===== config.mk =====
export PLATFORM = sky130hd
export DESIGN_NAME = if_stage_flat
export DESIGN_NICKNAME = d
export VERILOG_FILES = /design/src/rtl/if_stage_if.sv /design/src/rtl/if_stage.sv /design/src/flat_wrapper.sv
export SDC_FILE = /design/constraint.sdc
export NUM_CORES = 1
export LEC_CHECK = 0
export ABC_AREA = 1
export CORE_MARGIN = 1.5
export CORE_UTILIZATION = 25
export CTS_BUF_LIST = sky130_fd_sc_hd__clkbuf_16
export DETAILED_ROUTE_END_ITERATION = 8
export GPL_TIMING_DRIVEN = 0
export PLACE_DENSITY = 0.48
export RECOVER_POWER = 25
export SLEW_MARGIN = 20
export SYNTH_ARGS = -nofsm -noshare
export SYNTH_HDL_FRONTEND = slang
export SYNTH_SLANG_ARGS = --single-unit

===== constraint.sdc =====
create_clock -name clk -period 1.5 [get_ports clk]
set_input_delay 0.3 -clock clk [delete_from_list [all_inputs] [get_ports clk]]
set_output_delay 0.3 -clock clk [all_outputs]
set_load 0.02 [all_outputs]

===== src/rtl/if_stage_if.sv =====
// Fetch-stage bundle: instruction ROM port, hazard/redirect controls and the IF/ID register outputs.
// The stage uses the slave view; the pipeline surroundings (ROM, hazard unit, later stages) use master.
interface if_stage_if;
  logic [31:0] rom_addr;
  logic [31:0] rom_data;
  logic        stall;
  logic        flush;
  logic        redirect;
  logic [31:0] redirect_pc;
  logic        exc;
  logic [31:0] ifid_instr;
  logic [31:0] ifid_pc_plus4;
  logic        ifid_valid;

  modport master (
    input  rom_addr, ifid_instr, ifid_pc_plus4, ifid_valid,
    output rom_data, stall, flush, redirect, redirect_pc, exc
  );

  modport slave (
    output rom_addr, ifid_instr, ifid_pc_plus4, ifid_valid,
    input  rom_data, stall, flush, redirect, redirect_pc, exc
  );
endinterface


===== src/rtl/if_stage.sv =====
// Instruction-fetch stage: owns the PC, addresses the combinational instruction ROM and
// loads the IF/ID pipeline register. Next-PC priority is exception > redirect > stall > sequential.
module if_stage #(
  parameter logic [31:0] RESET_PC = 32'h0000_0000,
  parameter logic [31:0] EXC_PC   = 32'h0000_0080,
  parameter logic [31:0] NOP_WORD = 32'h0000_0000
) (
  input  logic      clk,
  input  logic      reset,
  if_stage_if.slave bus
);

  logic [31:0] pc_q, pc_d;
  logic [31:0] pc_plus4;
  logic [31:0] ifid_instr_q, ifid_instr_d;
  logic [31:0] ifid_pc_plus4_q, ifid_pc_plus4_d;
  logic        ifid_valid_q, ifid_valid_d;
  logic        kill;
  logic        unused_rpc_low;

  assign pc_plus4 = pc_q + 32'd4;

  // Redirect and exception squash the word fetched this cycle as well as a plain flush.
  assign kill = bus.exc | bus.redirect | bus.flush;

  // Redirect targets are forced word-aligned, so the low bits carry no information.
  assign unused_rpc_low = ^bus.redirect_pc[1:0];

  // NOTE: each always_comb output is defaulted before any branch; an unassigned path would infer a latch.
  always_comb begin
    pc_d = pc_plus4;
    if (bus.exc) begin
      pc_d = EXC_PC;
    end else if (bus.redirect) begin
      pc_d = {bus.redirect_pc[31:2], 2'b00};
    end else if (bus.stall) begin
      pc_d = pc_q;
    end
  end

  always_comb begin
    ifid_instr_d    = ifid_instr_q;
    ifid_pc_plus4_d = ifid_pc_plus4_q;
    ifid_valid_d    = ifid_valid_q;
    if (kill) begin
      ifid_instr_d    = NOP_WORD;
      ifid_pc_plus4_d = pc_plus4;
      ifid_valid_d    = 1'b0;
    end else if (!bus.stall) begin
      ifid_instr_d    = bus.rom_data;
      ifid_pc_plus4_d = pc_plus4;
      ifid_valid_d    = 1'b1;
    end
  end

  // NOTE: state registers use non-blocking assignments so every flop samples pre-edge values.
  always_ff @(posedge clk or negedge reset) begin
    if (!reset) begin
      pc_q            <= RESET_PC;
      ifid_instr_q    <= NOP_WORD;
      ifid_pc_plus4_q <= 32'h0000_0000;
      ifid_valid_q    <= 1'b0;
    end else begin
      pc_q            <= pc_d;
      ifid_instr_q    <= ifid_instr_d;
      ifid_pc_plus4_q <= ifid_pc_plus4_d;
      ifid_valid_q    <= ifid_valid_d;
    end
  end

  assign bus.rom_addr      = pc_q;
  assign bus.ifid_instr    = ifid_instr_q;
  assign bus.ifid_pc_plus4 = ifid_pc_plus4_q;
  assign bus.ifid_valid    = ifid_valid_q;

endmodule


===== src/flat_wrapper.sv =====
// flat-port wrapper written by rule: the top's interface ports become plain ports
module if_stage_flat 
#(
  parameter logic [31:0] RESET_PC = 32'h0000_0000,
  parameter logic [31:0] EXC_PC   = 32'h0000_0080,
  parameter logic [31:0] NOP_WORD = 32'h0000_0000
)
  (clk, reset, bus_rom_addr, bus_ifid_instr, bus_ifid_pc_plus4, bus_ifid_valid, bus_rom_data, bus_stall, bus_flush, bus_redirect, bus_redirect_pc, bus_exc);
  if_stage_if bus_i ();
  input  logic clk;
  input  logic reset;
  output wire logic [$bits(bus_i.rom_addr)-1:0] bus_rom_addr;
  output wire logic [$bits(bus_i.ifid_instr)-1:0] bus_ifid_instr;
  output wire logic [$bits(bus_i.ifid_pc_plus4)-1:0] bus_ifid_pc_plus4;
  output wire logic [$bits(bus_i.ifid_valid)-1:0] bus_ifid_valid;
  input wire logic [$bits(bus_i.rom_data)-1:0] bus_rom_data;
  input wire logic [$bits(bus_i.stall)-1:0] bus_stall;
  input wire logic [$bits(bus_i.flush)-1:0] bus_flush;
  input wire logic [$bits(bus_i.redirect)-1:0] bus_redirect;
  input wire logic [$bits(bus_i.redirect_pc)-1:0] bus_redirect_pc;
  input wire logic [$bits(bus_i.exc)-1:0] bus_exc;
  assign bus_rom_addr = bus_i.rom_addr;
  assign bus_ifid_instr = bus_i.ifid_instr;
  assign bus_ifid_pc_plus4 = bus_i.ifid_pc_plus4;
  assign bus_ifid_valid = bus_i.ifid_valid;
  assign bus_i.rom_data = bus_rom_data;
  assign bus_i.stall = bus_stall;
  assign bus_i.flush = bus_flush;
  assign bus_i.redirect = bus_redirect;
  assign bus_i.redirect_pc = bus_redirect_pc;
  assign bus_i.exc = bus_exc;
  if_stage #(.RESET_PC(RESET_PC), .EXC_PC(EXC_PC), .NOP_WORD(NOP_WORD)) u_core (.clk(clk), .reset(reset), .bus(bus_i));
endmodule

==> summary.md <==
The synthesis warning total is 0, and the internal portion of total power is 4.50 mW. The headroom to the max-slew limit was 55.8%; the placed standard-cell area was 6820 µm². The area fraction of the dominant cell type after synthesis was 47.9%; the logic depth of the worst register-to-register path was 10. The floorplan step defined a die boundary enclosing 20300 µm². STA classifies the critical path endpoint as a register. Async set-reset flop share out of synthesis: 100%. Setup repair after global routing could not meet its margin everywhere.

Combinational cells account for 20.2% of the total power. The peak-usage layer in the global routing report is met2. In this run the critical register-to-register path is launched from u_core.bus.rom_addr[2]. The post-synthesis instance area came out at 4860 µm².

The die is 142 µm tall. Entering global routing, the biggest net connects 73 pins. The path type of the worst min-delay path is input port to register. The clock root buffer was clkbuf_16.

The reg-to-reg setup timing slack is -0.04 ns. The run finished, with violations left. The clock-pin slew of the registers on the worst-case setup and hold paths was 0.07 ns; the number of vias per cell was 4.39. Global routing used 25.1% of the available met1 tracks. The reported max-cap violation count was 0; the aggregate global routing overflow was 0. Summed over all nets, the switching power comes to 1.98 mW. Net switching is 30.6% of the power. TritonCTS created 9 clock buffers. Prior to clock tree synthesis, the placed netlist has a worst setup slack of -0.561 ns. The flop and latch count out of synthesis is 93, and the distinct cell type count after synthesis is 32. Ranked by total cell area, the synthesized netlist is headed by dfrtp_1 (48%), nand2_1 (21%), nor2_1 (7.2%). In the synthesized netlist, the number of instances is 663. TritonCTS built the clock tree.

The synthesis-to-finish area growth works out to 50.7%. The worst setup path is of the register to register kind. The layout cell share with drive strength beyond 1 is 16.5%. The total clock sinks came out at 93. The worst endpoint data arrival time is 1.79 ns. First-pass GRT wire length: 27300 µm.

Dividing the detail-routed wire length by the instance count gives 15.7 µm. In this run the standard cell core region covers 18900 µm². The tools report the worst supply voltage drop on vdd as 0.000509 V.

For the count of final max-slew check failures, the log shows 0. The clock period minus worst slack was 1.54 ns. The tools report the launch instance of the worst min-delay path as bus_redirect.

For the detailed-router iteration count before antenna repair, the log shows 5. Including well taps, the total number of placed cells is 1086. After the last flow step, the layout net total stands at 928.

The critical path starts at u_core.bus.rom_addr[2]. The run gives 317 as the count of routing violations after the opening detailed-route iteration. The maximum level of the CTS H-tree is 3.

The logs give 0.868 for the final weighted congestion in routability-driven placement and 50 for the row count. The kind of start point of the critical path is a register. For this run, design rule violations remaining after detail routing come to 0. The half-perimeter wire length after placement is 12800 µm. The cell type with the largest total area after synthesis was dfrtp_1. After detailed routing, the total wire length is 17600 µm. Pin placement for this block handled 167 I/O pins.

The number of synthesized flops with an enable pin works out to 0. Derived from the worst setup path, the maximum achievable clock frequency is 0.648 GHz. For met3 alone, demand over resource in global routing was 3.16%.

The via count of the first global-routing pass is 4796. For the initial antenna violation count, the log shows 1. The total of buffers placed on input and output ports was 159. The number of standard cells in the layout, taps in and fillers out is 1123, and the final critical-path share of the clock period is 103%. In this run the mean area of a mapped cell was 7.34 µm². The instance count along the most critical hold path is 3, and the pin slew with the least headroom to its limit is 0.663 ns. The proportion of power drawn by the clock network came out at 35.7%. Most frequently used flop master after synthesis: dfrtp_1. Global routing usage summed across all routing layers: 17.8%. Along the worst path, the maximum fanout reaches 5. The initial core utilization is 25.7%, and the setup violation total in the final timing report is 14.

The tools report the number of hold violations in the final report as 0. The final reports fail on setup timing. Share of synthesized area occupied by flip-flops and latches: 47.9%. The sequential power share is 44.1%, and the static power due to leakage is 3.60 nW. Required arrival time at the worst endpoint: 1.75 ns. For this design the ratio of total power to cell area is 885 nW/µm².

The routed layout has 4930 vias. In this run the remaining antenna-violating nets after routing total 0. For the final clock skew, the log shows 0.00779 ns. The clock tree buffer depth is 2. Clock latency on the worst-skew pair, taken at its later pin, is 0.36 ns.

Met2 track demand over resource: 27.7%. The final worst slack was -0.0443 ns; the die outline width was 142 µm. After routing the design area is 7330 µm².
[metal layers]
layer | vias up | wire [µm]
met5 | - | 0
met4 | 0 | 221
met3 | 16 | 997
met2 | 170 | 7800
met1 | 2271 | 8570
li1 | 2473 | -
[placed cells by master (no fill, tap or decap), types with 17 or more instances in the layout]
| master | synthesis | layout |
|---|---|---|
| dlygate4sd2_1 | 0 | 82 |
| nand3_1 | 29 | 27 |
| buf_4 | 7 | 27 |
| nor2_1 | 93 | 80 |
| nor2_4 | 7 | 17 |
| dfrtp_1 | 93 | 79 |
| inv_1 | 34 | 32 |
| nand2_2 | 4 | 22 |
| o21ai_1 | 13 | 17 |
| clkdlybuf4s50_1 | 0 | 64 |
| nand2_1 | 270 | 248 |
| o21ai_0 | 45 | 40 |
[path summary, 6_finish.rpt]
kind / to
max in group asynchronous: u_core.bus.rom_addr[23]
max: u_core.bus.rom_addr[21]
max reg2reg: u_core.bus.rom_addr[21]
min in group asynchronous: u_core.bus.ifid_instr[25]
min: u_core.bus.rom_addr[12]
min reg2reg: u_core.bus.ifid_pc_plus4[28]
[kinds of logic (layout without fill, tap and decap cells)]
family / after synthesis / in the layout / synth area share, %
buf+inv: 67 / 263 / 6.56
xor+xnor: 8 / 8 / 1.44
fa+ha+maj: 1 / 1 / 0.257
mux: 1 / 1 / 0.206
simple gates: 414 / 414 / 35.0
other cells: 1 / 5 / 0.0771
compound gates: 78 / 78 / 8.62
flops: 93 / 93 / 47.9
[through the flow]
step	util [%]	setup TNS, ns	hold WS [ns]	total power [mW]
detailed placement	36.1	-39.49	0.175	4.27
global route	38.8	-3.05	0.353	6.78
finish	38.8	-0.250	0.345	6.48
floorplan	-	0	0.00441	3.48
CTS	38.3	-0.317	0.340	6.53
global placement	36.0	-397.12	0.463	4.27
[final cells by class]
| class | count | area, µm² |
|---|---|---|
| Clock buffer | 9 | 225 |
| Inverter | 36 | 135 |
| Buffer | 31 | 189 |
| Clock inverter | 7 | 57.6 |
| Antenna cell | 1 | 2.50 |
| Fill cell | 2109 | 11600 |
| Timing Repair Buffer | 180 | 1640 |
| Sequential cell | 93 | 2340 |
| Tap cell | 260 | 325 |
| Multi-Input combinational cell | 506 | 2410 |
[registers in the layout, summed over array words and instances, names as in the netlist]
signal,cells
u_core.bus.rom_addr,30
u_core.bus.ifid_valid,1
u_core.bus.ifid_pc_plus4,30
u_core.bus.ifid_instr,32
[critical path, stage by stage, from the launching register on]
cell	delay [ns]
dfrtp_2	0.40
buf_4	0.13
inv_1	0.07
nor2_4	0.17
nand2_4	0.12
nor2_4	0.22
nand2_1	0.07
nand2_1	0.08
nand3_1	0.06
nand2_1	0.07
nand2_1	0.04
[power by group through the flow]
stage / sequential (mW) / clock [mW] / combinational, mW
final: 2.86 / 2.32 / 1.31
after global placement: 2.91 / 0 / 1.36
after detailed placement: 2.91 / 0 / 1.37
after CTS: 2.85 / 2.35 / 1.33
after floorplan: 3.09 / 0 / 0.392
after global routing: 2.89 / 2.46 / 1.43
[synth_stat cells, types with 2 or more instances]
| cell | instances |
|---|---|
| nand2_2 | 4 |
| a31oi_1 | 10 |
| and2_1 | 2 |
| nor2_1 | 93 |
| buf_6 | 3 |
| nor2_2 | 5 |
| buf_2 | 14 |
| nand2_4 | 2 |
| nand3_1 | 29 |
| buf_4 | 7 |
| o21ai_1 | 13 |
| o211ai_1 | 5 |
| xor2_1 | 7 |
| nor2_4 | 7 |
| nand2_1 | 270 |
| inv_1 | 34 |
| clkbuf_1 | 5 |
| a21oi_1 | 3 |
| o21ai_0 | 45 |
| dfrtp_1 | 93 |
[repair_timing]
item                                    CTS  global route
hold buffers                              1             0
setup buffers                            15             4
endpoints found under the hold margin    21             0
gates resized for setup                 143            48
endpoints found under the setup margin  176            62
pin swaps                                15            24
(Power assumes the default switching activity.)
